===== src/rtl/mem_arbiter_pkg.sv =====
// rtl/mem_arbiter_pkg.sv - shared types and constants for mem_arbiter
// Optional round-robin arbitration is enabled with MEM_ARB_RR_EN.
package mem_arbiter_pkg;

  typedef enum logic [1:0] {
    IDLE   = 2'd0,
    IF_RD  = 2'd1,
    MEM_RD = 2'd2,
    MEM_WR = 2'd3
  } state_e;

  typedef enum logic [1:0] {
    LenByte = 2'b00,
    LenHalf = 2'b01,
    LenWord = 2'b10
  } mem_len_e;

  typedef enum logic {
    GrantIf  = 1'b0,
    GrantMem = 1'b1
  } grant_e;

  localparam logic [31:0] ZeroWord = 32'h0000_0000;
  localparam logic        Enable   = 1'b1;
  localparam logic        Disable  = 1'b0;

  // Code 11 is treated as a word access.
  function automatic logic [2:0] len_bytes(input logic [1:0] len);
    case (len)
      LenByte: len_bytes = 3'd1;
      LenHalf: len_bytes = 3'd2;
      default: len_bytes = 3'd4;
    endcase
  endfunction

endpackage


===== src/rtl/mem_arbiter_if.sv =====
// rtl/mem_arbiter_if.sv - requester and RAM signal bundle for mem_arbiter
// slave modport is the arbiter side; master is the environment side.
interface mem_arbiter_if #(
  parameter int RAM_ADDR_W = 17
);
  logic                  if_req_i;
  logic [31:0]           if_addr_i;
  logic                  if_flush_i;
  logic [31:0]           if_data_o;
  logic                  if_done_o;
  logic                  mem_req_i;
  logic                  mem_we_i;
  logic [1:0]            mem_len_i;
  logic [31:0]           mem_addr_i;
  logic [31:0]           mem_wdata_i;
  logic [31:0]           mem_rdata_o;
  logic                  mem_done_o;
  logic [RAM_ADDR_W-1:0] ram_addr_o;
  logic                  ram_wr_o;
  logic [7:0]            ram_dout_o;
  logic [7:0]            ram_din_i;

  modport slave (
    input  if_req_i, if_addr_i, if_flush_i, mem_req_i, mem_we_i, mem_len_i,
           mem_addr_i, mem_wdata_i, ram_din_i,
    output if_data_o, if_done_o, mem_rdata_o, mem_done_o, ram_addr_o,
           ram_wr_o, ram_dout_o
  );

  modport master (
    output if_req_i, if_addr_i, if_flush_i, mem_req_i, mem_we_i, mem_len_i,
           mem_addr_i, mem_wdata_i, ram_din_i,
    input  if_data_o, if_done_o, mem_rdata_o, mem_done_o, ram_addr_o,
           ram_wr_o, ram_dout_o
  );
endinterface


===== src/rtl/mem_byte_seq.sv =====
// rtl/mem_byte_seq.sv - byte counter, RAM address/data registers, word assembly
// Loaded on a grant, advanced once per byte cycle by the arbiter FSM.
module mem_byte_seq
  import mem_arbiter_pkg::*;
#(
  parameter int RAM_ADDR_W = 17
) (
  input  logic                  clk,
  input  logic                  rst,
  input  logic                  i_start,
  input  logic                  i_run,
  input  logic [RAM_ADDR_W-1:0] i_base,
  input  logic [2:0]            i_nbytes,
  input  logic                  i_we,
  input  logic [31:0]           i_wdata,
  input  logic [7:0]            i_din,
  output logic [RAM_ADDR_W-1:0] o_addr,
  output logic                  o_wr,
  output logic [7:0]            o_dout,
  output logic [31:0]           o_word,
  output logic                  o_rd_last,
  output logic                  o_wr_last
);

  logic [2:0]            r_cnt;
  logic [2:0]            r_n;
  logic [RAM_ADDR_W-1:0] r_addr;
  logic                  r_wr;
  logic [7:0]            r_dout;
  logic [23:0]           r_shift;
  logic [31:0]           r_rdata;
  logic [1:0]            w_idx;
  logic                  w_more;

  assign w_idx     = 2'(r_cnt - 3'd1);
  assign w_more    = (r_cnt + 3'd1) < r_n;
  assign o_rd_last = (r_cnt == r_n);
  assign o_wr_last = (r_cnt == r_n - 3'd1);
  assign o_addr    = r_addr;
  assign o_wr      = r_wr;
  assign o_dout    = r_dout;

  // Byte k-1 arrives on i_din in byte cycle k+1, i.e. when r_cnt == k.
  always_comb begin
    o_word = r_rdata;
    if (r_cnt != 3'd0) o_word[{w_idx, 3'b000} +: 8] = i_din;
  end

  always_ff @(posedge clk or negedge rst) begin
    if (!rst) begin
      r_cnt   <= 3'd0;
      r_n     <= 3'd4;
      r_addr  <= '0;
      r_wr    <= Disable;
      r_dout  <= 8'h00;
      r_shift <= 24'h0;
      r_rdata <= ZeroWord;
    end else if (i_start) begin
      r_cnt   <= 3'd0;
      r_n     <= i_nbytes;
      r_addr  <= i_base;
      r_wr    <= i_we;
      r_dout  <= i_wdata[7:0];
      r_shift <= i_wdata[31:8];
      r_rdata <= ZeroWord;
    end else if (i_run) begin
      r_cnt   <= r_cnt + 3'd1;
      r_rdata <= o_word;
      if (w_more) begin
        r_addr  <= r_addr + RAM_ADDR_W'(1);
        r_dout  <= r_shift[7:0];
        r_shift <= {8'h00, r_shift[23:8]};
      end else begin
        r_wr <= Disable;
      end
    end
  end

endmodule


===== src/rtl/mem_arbiter.sv =====
// rtl/mem_arbiter.sv - byte-wide RAM port arbiter between fetch and MEM stage
// Define MEM_ARB_RR_EN for round-robin on simultaneous requests.
module mem_arbiter
  import mem_arbiter_pkg::*;
#(
  parameter int RAM_ADDR_W = 17
) (
  input  logic          clk,
  input  logic          rst,
  mem_arbiter_if.slave  bus
);

  state_e                r_state, w_next;
  logic                  r_if_done, r_mem_done;
  logic [31:0]           r_if_data, r_mem_rdata;
  logic                  w_if_ok, w_bubble, w_grant_if, w_grant_mem;
  logic                  w_start, w_run, w_if_fin, w_mem_fin;
  logic                  w_rd_last, w_wr_last;
  logic [31:0]           w_word;
  logic [RAM_ADDR_W-1:0] w_base, w_seq_addr;
  logic [2:0]            w_nbytes;
  logic                  w_seq_wr;
  logic [7:0]            w_seq_dout;
  logic                  w_unused_addr_hi;

  assign w_unused_addr_hi = ^{bus.if_addr_i[31:RAM_ADDR_W], bus.mem_addr_i[31:RAM_ADDR_W]};

  assign w_if_ok  = bus.if_req_i && !bus.if_flush_i;
  assign w_bubble = r_if_done || r_mem_done;

`ifdef MEM_ARB_RR_EN
  grant_e r_last_grant;

  always_comb begin
    w_grant_mem = Disable;
    w_grant_if  = Disable;
    if (!w_bubble) begin
      if (bus.mem_req_i && w_if_ok) begin
        if (r_last_grant == GrantMem) w_grant_if  = Enable;
        else                          w_grant_mem = Enable;
      end else begin
        w_grant_mem = bus.mem_req_i;
        w_grant_if  = w_if_ok;
      end
    end
  end

  always_ff @(posedge clk or negedge rst) begin
    if (!rst)                              r_last_grant <= GrantIf;
    else if (w_start && w_grant_mem)       r_last_grant <= GrantMem;
    else if (w_start && w_grant_if)        r_last_grant <= GrantIf;
  end
`else
  always_comb begin
    w_grant_mem = Disable;
    w_grant_if  = Disable;
    if (!w_bubble) begin
      w_grant_mem = bus.mem_req_i;
      w_grant_if  = w_if_ok && !bus.mem_req_i;
    end
  end
`endif

  assign w_base   = w_grant_mem ? bus.mem_addr_i[RAM_ADDR_W-1:0] : bus.if_addr_i[RAM_ADDR_W-1:0];
  assign w_nbytes = w_grant_mem ? len_bytes(bus.mem_len_i) : 3'd4;

  always_ff @(posedge clk or negedge rst) begin
    if (!rst) r_state <= IDLE;
    else      r_state <= w_next;
  end

  always_comb begin
    w_next    = r_state;
    w_start   = Disable;
    w_run     = Disable;
    w_if_fin  = Disable;
    w_mem_fin = Disable;
    case (r_state)
      IDLE: begin
        if (w_grant_mem) begin
          w_start = Enable;
          w_next  = bus.mem_we_i ? MEM_WR : MEM_RD;
        end else if (w_grant_if) begin
          w_start = Enable;
          w_next  = IF_RD;
        end
      end
      IF_RD: begin
        // A redirect abandons the fetch, even on its final capture cycle.
        if (bus.if_flush_i) begin
          w_next = IDLE;
        end else begin
          w_run = Enable;
          if (w_rd_last) begin
            w_if_fin = Enable;
            w_next   = IDLE;
          end
        end
      end
      MEM_RD: begin
        w_run = Enable;
        if (w_rd_last) begin
          w_mem_fin = Enable;
          w_next    = IDLE;
        end
      end
      MEM_WR: begin
        w_run = Enable;
        if (w_wr_last) begin
          w_mem_fin = Enable;
          w_next    = IDLE;
        end
      end
      default: w_next = IDLE;
    endcase
  end

  always_ff @(posedge clk or negedge rst) begin
    if (!rst) begin
      r_if_done   <= Disable;
      r_mem_done  <= Disable;
      r_if_data   <= ZeroWord;
      r_mem_rdata <= ZeroWord;
    end else begin
      r_if_done  <= w_if_fin;
      r_mem_done <= w_mem_fin;
      if (w_if_fin) r_if_data <= w_word;
      if (w_mem_fin && r_state == MEM_RD) r_mem_rdata <= w_word;
    end
  end

  mem_byte_seq #(
    .RAM_ADDR_W (RAM_ADDR_W)
  ) u_seq (
    .clk       (clk),
    .rst       (rst),
    .i_start   (w_start),
    .i_run     (w_run),
    .i_base    (w_base),
    .i_nbytes  (w_nbytes),
    .i_we      (w_grant_mem && bus.mem_we_i),
    .i_wdata   (bus.mem_wdata_i),
    .i_din     (bus.ram_din_i),
    .o_addr    (w_seq_addr),
    .o_wr      (w_seq_wr),
    .o_dout    (w_seq_dout),
    .o_word    (w_word),
    .o_rd_last (w_rd_last),
    .o_wr_last (w_wr_last)
  );

  assign bus.if_data_o   = r_if_data;
  assign bus.if_done_o   = r_if_done;
  assign bus.mem_rdata_o = r_mem_rdata;
  assign bus.mem_done_o  = r_mem_done;
  assign bus.ram_addr_o  = w_seq_addr;
  assign bus.ram_wr_o    = w_seq_wr;
  assign bus.ram_dout_o  = w_seq_dout;

endmodule


===== src/flat_wrapper.sv =====
// flat-port wrapper written by rule: the top's interface ports become plain ports
module mem_arbiter_flat import mem_arbiter_pkg::*;
#(
  parameter int RAM_ADDR_W = 17
)
  (clk, rst, bus_if_req_i, bus_if_addr_i, bus_if_flush_i, bus_mem_req_i, bus_mem_we_i, bus_mem_len_i, bus_mem_addr_i, bus_mem_wdata_i, bus_ram_din_i, bus_if_data_o, bus_if_done_o, bus_mem_rdata_o, bus_mem_done_o, bus_ram_addr_o, bus_ram_wr_o, bus_ram_dout_o);
  mem_arbiter_if #(.RAM_ADDR_W(RAM_ADDR_W)) bus_i ();
  input  logic clk;
  input  logic rst;
  input wire logic [$bits(bus_i.if_req_i)-1:0] bus_if_req_i;
  input wire logic [$bits(bus_i.if_addr_i)-1:0] bus_if_addr_i;
  input wire logic [$bits(bus_i.if_flush_i)-1:0] bus_if_flush_i;
  input wire logic [$bits(bus_i.mem_req_i)-1:0] bus_mem_req_i;
  input wire logic [$bits(bus_i.mem_we_i)-1:0] bus_mem_we_i;
  input wire logic [$bits(bus_i.mem_len_i)-1:0] bus_mem_len_i;
  input wire logic [$bits(bus_i.mem_addr_i)-1:0] bus_mem_addr_i;
  input wire logic [$bits(bus_i.mem_wdata_i)-1:0] bus_mem_wdata_i;
  input wire logic [$bits(bus_i.ram_din_i)-1:0] bus_ram_din_i;
  output wire logic [$bits(bus_i.if_data_o)-1:0] bus_if_data_o;
  output wire logic [$bits(bus_i.if_done_o)-1:0] bus_if_done_o;
  output wire logic [$bits(bus_i.mem_rdata_o)-1:0] bus_mem_rdata_o;
  output wire logic [$bits(bus_i.mem_done_o)-1:0] bus_mem_done_o;
  output wire logic [$bits(bus_i.ram_addr_o)-1:0] bus_ram_addr_o;
  output wire logic [$bits(bus_i.ram_wr_o)-1:0] bus_ram_wr_o;
  output wire logic [$bits(bus_i.ram_dout_o)-1:0] bus_ram_dout_o;
  assign bus_i.if_req_i = bus_if_req_i;
  assign bus_i.if_addr_i = bus_if_addr_i;
  assign bus_i.if_flush_i = bus_if_flush_i;
  assign bus_i.mem_req_i = bus_mem_req_i;
  assign bus_i.mem_we_i = bus_mem_we_i;
  assign bus_i.mem_len_i = bus_mem_len_i;
  assign bus_i.mem_addr_i = bus_mem_addr_i;
  assign bus_i.mem_wdata_i = bus_mem_wdata_i;
  assign bus_i.ram_din_i = bus_ram_din_i;
  assign bus_if_data_o = bus_i.if_data_o;
  assign bus_if_done_o = bus_i.if_done_o;
  assign bus_mem_rdata_o = bus_i.mem_rdata_o;
  assign bus_mem_done_o = bus_i.mem_done_o;
  assign bus_ram_addr_o = bus_i.ram_addr_o;
  assign bus_ram_wr_o = bus_i.ram_wr_o;
  assign bus_ram_dout_o = bus_i.ram_dout_o;
  mem_arbiter #(.RAM_ADDR_W(RAM_ADDR_W)) u_core (.clk(clk), .rst(rst), .bus(bus_i));
endmodule

===== config.mk =====
export PLATFORM = sky130hd
export DESIGN_NAME = mem_arbiter_flat
export DESIGN_NICKNAME = d
export VERILOG_FILES = /design/src/rtl/mem_arbiter_pkg.sv /design/src/rtl/mem_arbiter_if.sv /design/src/rtl/mem_byte_seq.sv /design/src/rtl/mem_arbiter.sv /design/src/flat_wrapper.sv
export SDC_FILE = /design/constraint.sdc
export NUM_CORES = 1
export LEC_CHECK = 0
export ABC_CLOCK_PERIOD_IN_PS = 3400
export CAP_MARGIN = 20
export CORE_ASPECT_RATIO = 1.4
export CORE_UTILIZATION = 48
export CTS_BUF_LIST = sky130_fd_sc_hd__clkbuf_16
export DETAILED_ROUTE_END_ITERATION = 8
export MAX_ROUTING_LAYER = met4
export PLACE_DENSITY = 0.8
export SLEW_MARGIN = 20
export SYNTH_ARGS = -nofsm -noshare
export SYNTH_HDL_FRONTEND = slang
export SYNTH_SLANG_ARGS = --single-unit

===== constraint.sdc =====
create_clock -name clk -period 3.4 [get_ports clk]
set_clock_uncertainty 0.15 [all_clocks]
set_input_delay 0.68 -clock clk [delete_from_list [all_inputs] [get_ports clk]]
set_output_delay 0.68 -clock clk [all_outputs]
set_load 0.05 [all_outputs]

==> results <==
## timing repair
| item | CTS | global route |
|---|---|---|
| setup endpoints to repair | 0 | 3 |
| hold endpoints to repair | 0 | 0 |
| resized for setup | 0 | 1 |
## critical path: stages, from the launching register on
cell and delay (ns):
dfrtp_1 0.52, inv_1 0.16, ha_1 0.41, ha_1 0.29, and3b_1 0.20, a211o_1 0.36, o21ai_4 0.37, buf_12 0.26
nor2_1 0.06, a31oi_1 0.15
## sequential cells by signal (all words and copies together) (netlist names)
register                flops
u_core.bus.if_done_o        1
u_core.u_seq.r_n            3
u_core.u_seq.o_wr           1
u_core.u_seq.r_shift       24
u_core.bus.if_data_o       32
u_core.u_seq.o_addr        17
u_core.u_seq.r_cnt          3
u_core.u_seq.r_rdata       32
u_core.u_seq.o_dout         8
u_core.bus.mem_done_o       1
u_core.bus.mem_rdata_o     32
u_core.r_state              2
## metrics by stage
stage	hold slack (ns)	area (µm²)	total power, mW
2_1_floorplan	0.2344	7226	7.835
3_3_place_gp	0.3117	9095	9.662
3_5_place_dp	0.3208	9095	9.805
4_1_cts	0.04137	9686	11.71
5_1_grt	0.06426	9691	12.39
6_report	0.03274	9691	11.64
## worst min-delay path by stage
stage / startpoint / endpoint / slack (ns) / cells past startpoint
floorplan: rst / u_core.bus.if_data_o[0] / 0.23 / 0
global placement: u_core.u_seq.r_rdata[8] / u_core.u_seq.r_rdata[8] / 0.31 / 2
detailed placement: u_core.u_seq.r_rdata[15] / u_core.u_seq.r_rdata[15] / 0.32 / 2
CTS: rst / u_core.u_seq.o_addr[15] / 0.04 / 1
global route: rst / u_core.u_seq.o_addr[6] / 0.06 / 1
finish: rst / u_core.u_seq.o_addr[6] / 0.03 / 1
## routing by layer
metal / up-vias / part of all wire, % / track usage (%)
met5: - / 0 / -
met4: 0 / 1.6 / 8.194
met2: 199 / 53 / 40.46
met3: 20 / 4.4 / 3.815
met1: 2891 / 41 / 29.02
li1: 2961 / - / -
## layout make-up
| type | instances | area, µm² |
|---|---|---|
| fillers | 1190 | 4883 |
| flip-flops and latches | 156 | 3905 |
| multi-input cells | 545 | 3063 |
| repair buffers | 184 | 1866 |
| clock buffers | 17 | 425.4 |
| well taps | 189 | 236.5 |
| clock inverters | 15 | 165.2 |
| inverters | 8 | 30.03 |
## placed cells by master (no fill, tap or decap), types with 3 or more instances in the layout
| cell type | netlist | final |
|---|---|---|
| a211oi_1 | 5 | 4 |
| xor2_1 | 5 | 5 |
| a22o_1 | 19 | 19 |
| mux2_2 | 3 | 3 |
| mux2i_1 | 10 | 10 |
| nand4_1 | 4 | 4 |
| o22a_1 | 5 | 5 |
| o22ai_1 | 5 | 5 |
| nor3_1 | 21 | 21 |
| inv_1 | 8 | 9 |
| clkbuf_16 | 0 | 17 |
| a21oi_2 | 18 | 18 |
| a21oi_1 | 89 | 89 |
| nand2_1 | 101 | 101 |
| ha_1 | 11 | 11 |
| dfrtp_1 | 155 | 155 |
| inv_6 | 0 | 3 |
| buf_4 | 6 | 7 |
| clkinvlp_4 | 0 | 4 |
| nor2_1 | 119 | 119 |
| clkdlybuf4s50_1 | 0 | 172 |
| buf_12 | 0 | 4 |
| o21ai_0 | 32 | 32 |
| and3_1 | 4 | 4 |
| nor2b_1 | 3 | 3 |
| nand2b_1 | 10 | 10 |
| nand3_1 | 9 | 9 |
| a22oi_1 | 9 | 9 |
| a31oi_1 | 27 | 27 |
## kinds of logic after synthesis
| group | synth area share, % |
|---|---|
| buf+inv | 4.121 |
| compound gates | 20.07 |
| xor+xnor | 0.7273 |
| fa+ha+maj | 1.905 |
| flops | 54.04 |
| simple gates | 17.28 |
| mux | 1.853 |
## where the power goes
group / total, mW / leakage, nW / switching, mW / internal [mW]
Clock: 1.88 / 0.282 / 0.782 / 1.10
Combinational: 6.45 / 1.85 / 4.23 / 2.23
Sequential: 3.31 / 1.93 / 0.597 / 2.71
Total: 11.6 / 4.06 / 5.60 / 6.04
==> impl_metrics.toml <==
[cts]
clk_pin_slew_ns = 0.07
clockBufferDepth = 2
tritoncts = "built"
cts_buffers = 17
cts.sinks = 156
post_cts_buffers = 0
cts.htree.levels = 4
postCtsHoldBufs = 0
clockRootBuffer = "clkbuf_16"
clock_latency_ns = 0.42

[detailed_routing]
vias = 6071
dr.pass1.iters = 5
route.detailed.drc = 0
wl_mm = 17.30
avgViaCountPerCell = 5.450
drt.antenna.violating_nets = 0
drtIter0Drc = 274
detail_route.wl_per_cell_um = 15.53

[placed_design]
dp.final_hpwl_mm = 12.20
place.gp.congestion = 0.8616
port_buffers = 173
place_inst = 1082
post-place-ws_ns = 0.2463

[layout]
drive_gt1_share_pct = 8.541
area_growth_pct = 34.11
final_cells = 1114
nNetsFinal = 1035
fin_util_pct = 66.49
diodes = 0

[synthesis]
yosys.area.top_type_share_pct = 53.68
synth_seq_cells = 156
synth_area_per_cell_um2 = 9.545
synth_fp_nets = 880
ys_types = 56
synthTopCellsByCount = "dfrtp_1, nor2_1, nand2_1"
yosysMostFrequentCell = "dfrtp_1"
async_reset_ff_share_pct = 100.0
synth.area.top_cells = "dfrtp_1, nor2_1, a21oi_1"
synth_top_cell_by_area = "dfrtp_1"
syn-cell-area_um2 = 7226
synthFlopType = "dfrtp_1"
synth_edf_count = 0
yosys_warnings = 0
syn_inst = 757
yosysSeqAreaShare_pct = 54.04

[grt]
antenna_found_initial = 0
grt_pass1_wl_mm = 28.73
overflow = 0
grt_max_degree = 66
track_usage_pct = 23.92
grt_pass1_vias = 5868

[timing]
setup-violations-final = 0
slew_headroom_pct = 37.31
worst_slew_pin_slew_ns = 0.9404
fin_ws_ns = 0.3681
rsz0062_at_grt = "false"
fmax_mhz = 329.8
drv_slew = 0
period_share_pct = 89.17
finalSetupTns_ns = 0
hold_viol_final = 0
min_period_ns = 3.032

[worst_setup_path]
critPathLaunch = "u_core.u_seq.r_cnt[0]"
rr_startpoint = "u_core.u_seq.r_cnt[0]"
cp.arrival_ns = 3.21
path_class = "reg2reg"
cp_data_required_time_ns = 3.58
cp-start-kind = "flop"
crit_path_end = "u_core.u_seq.r_shift[4]"
r2r_end = "u_core.u_seq.r_shift[4]"
reg2reg_depth = 9
r2r_setup_slack_ns = 0.37
path_max_fanout = 49
cp-end-kind = "flop"

[power_and_ir_drop]
p_per_area_nw_per_um2 = 1201
power_leakage_nw = 4.062
ir_drop_mv = 0.7186

[floorplan]
rows = 52
die_area_um2 = 15560
start_util_pct = 49.58
die_x_um = 105.7
dieHeight_um = 147.2
num_io_pins = 204
core_um2 = 14570

[min_path]
hold_path_class = "in2async"

[run_status]
status = "finished clean"

[run]
maxCapViolCount = 0
(Power assumes the default switching activity.)
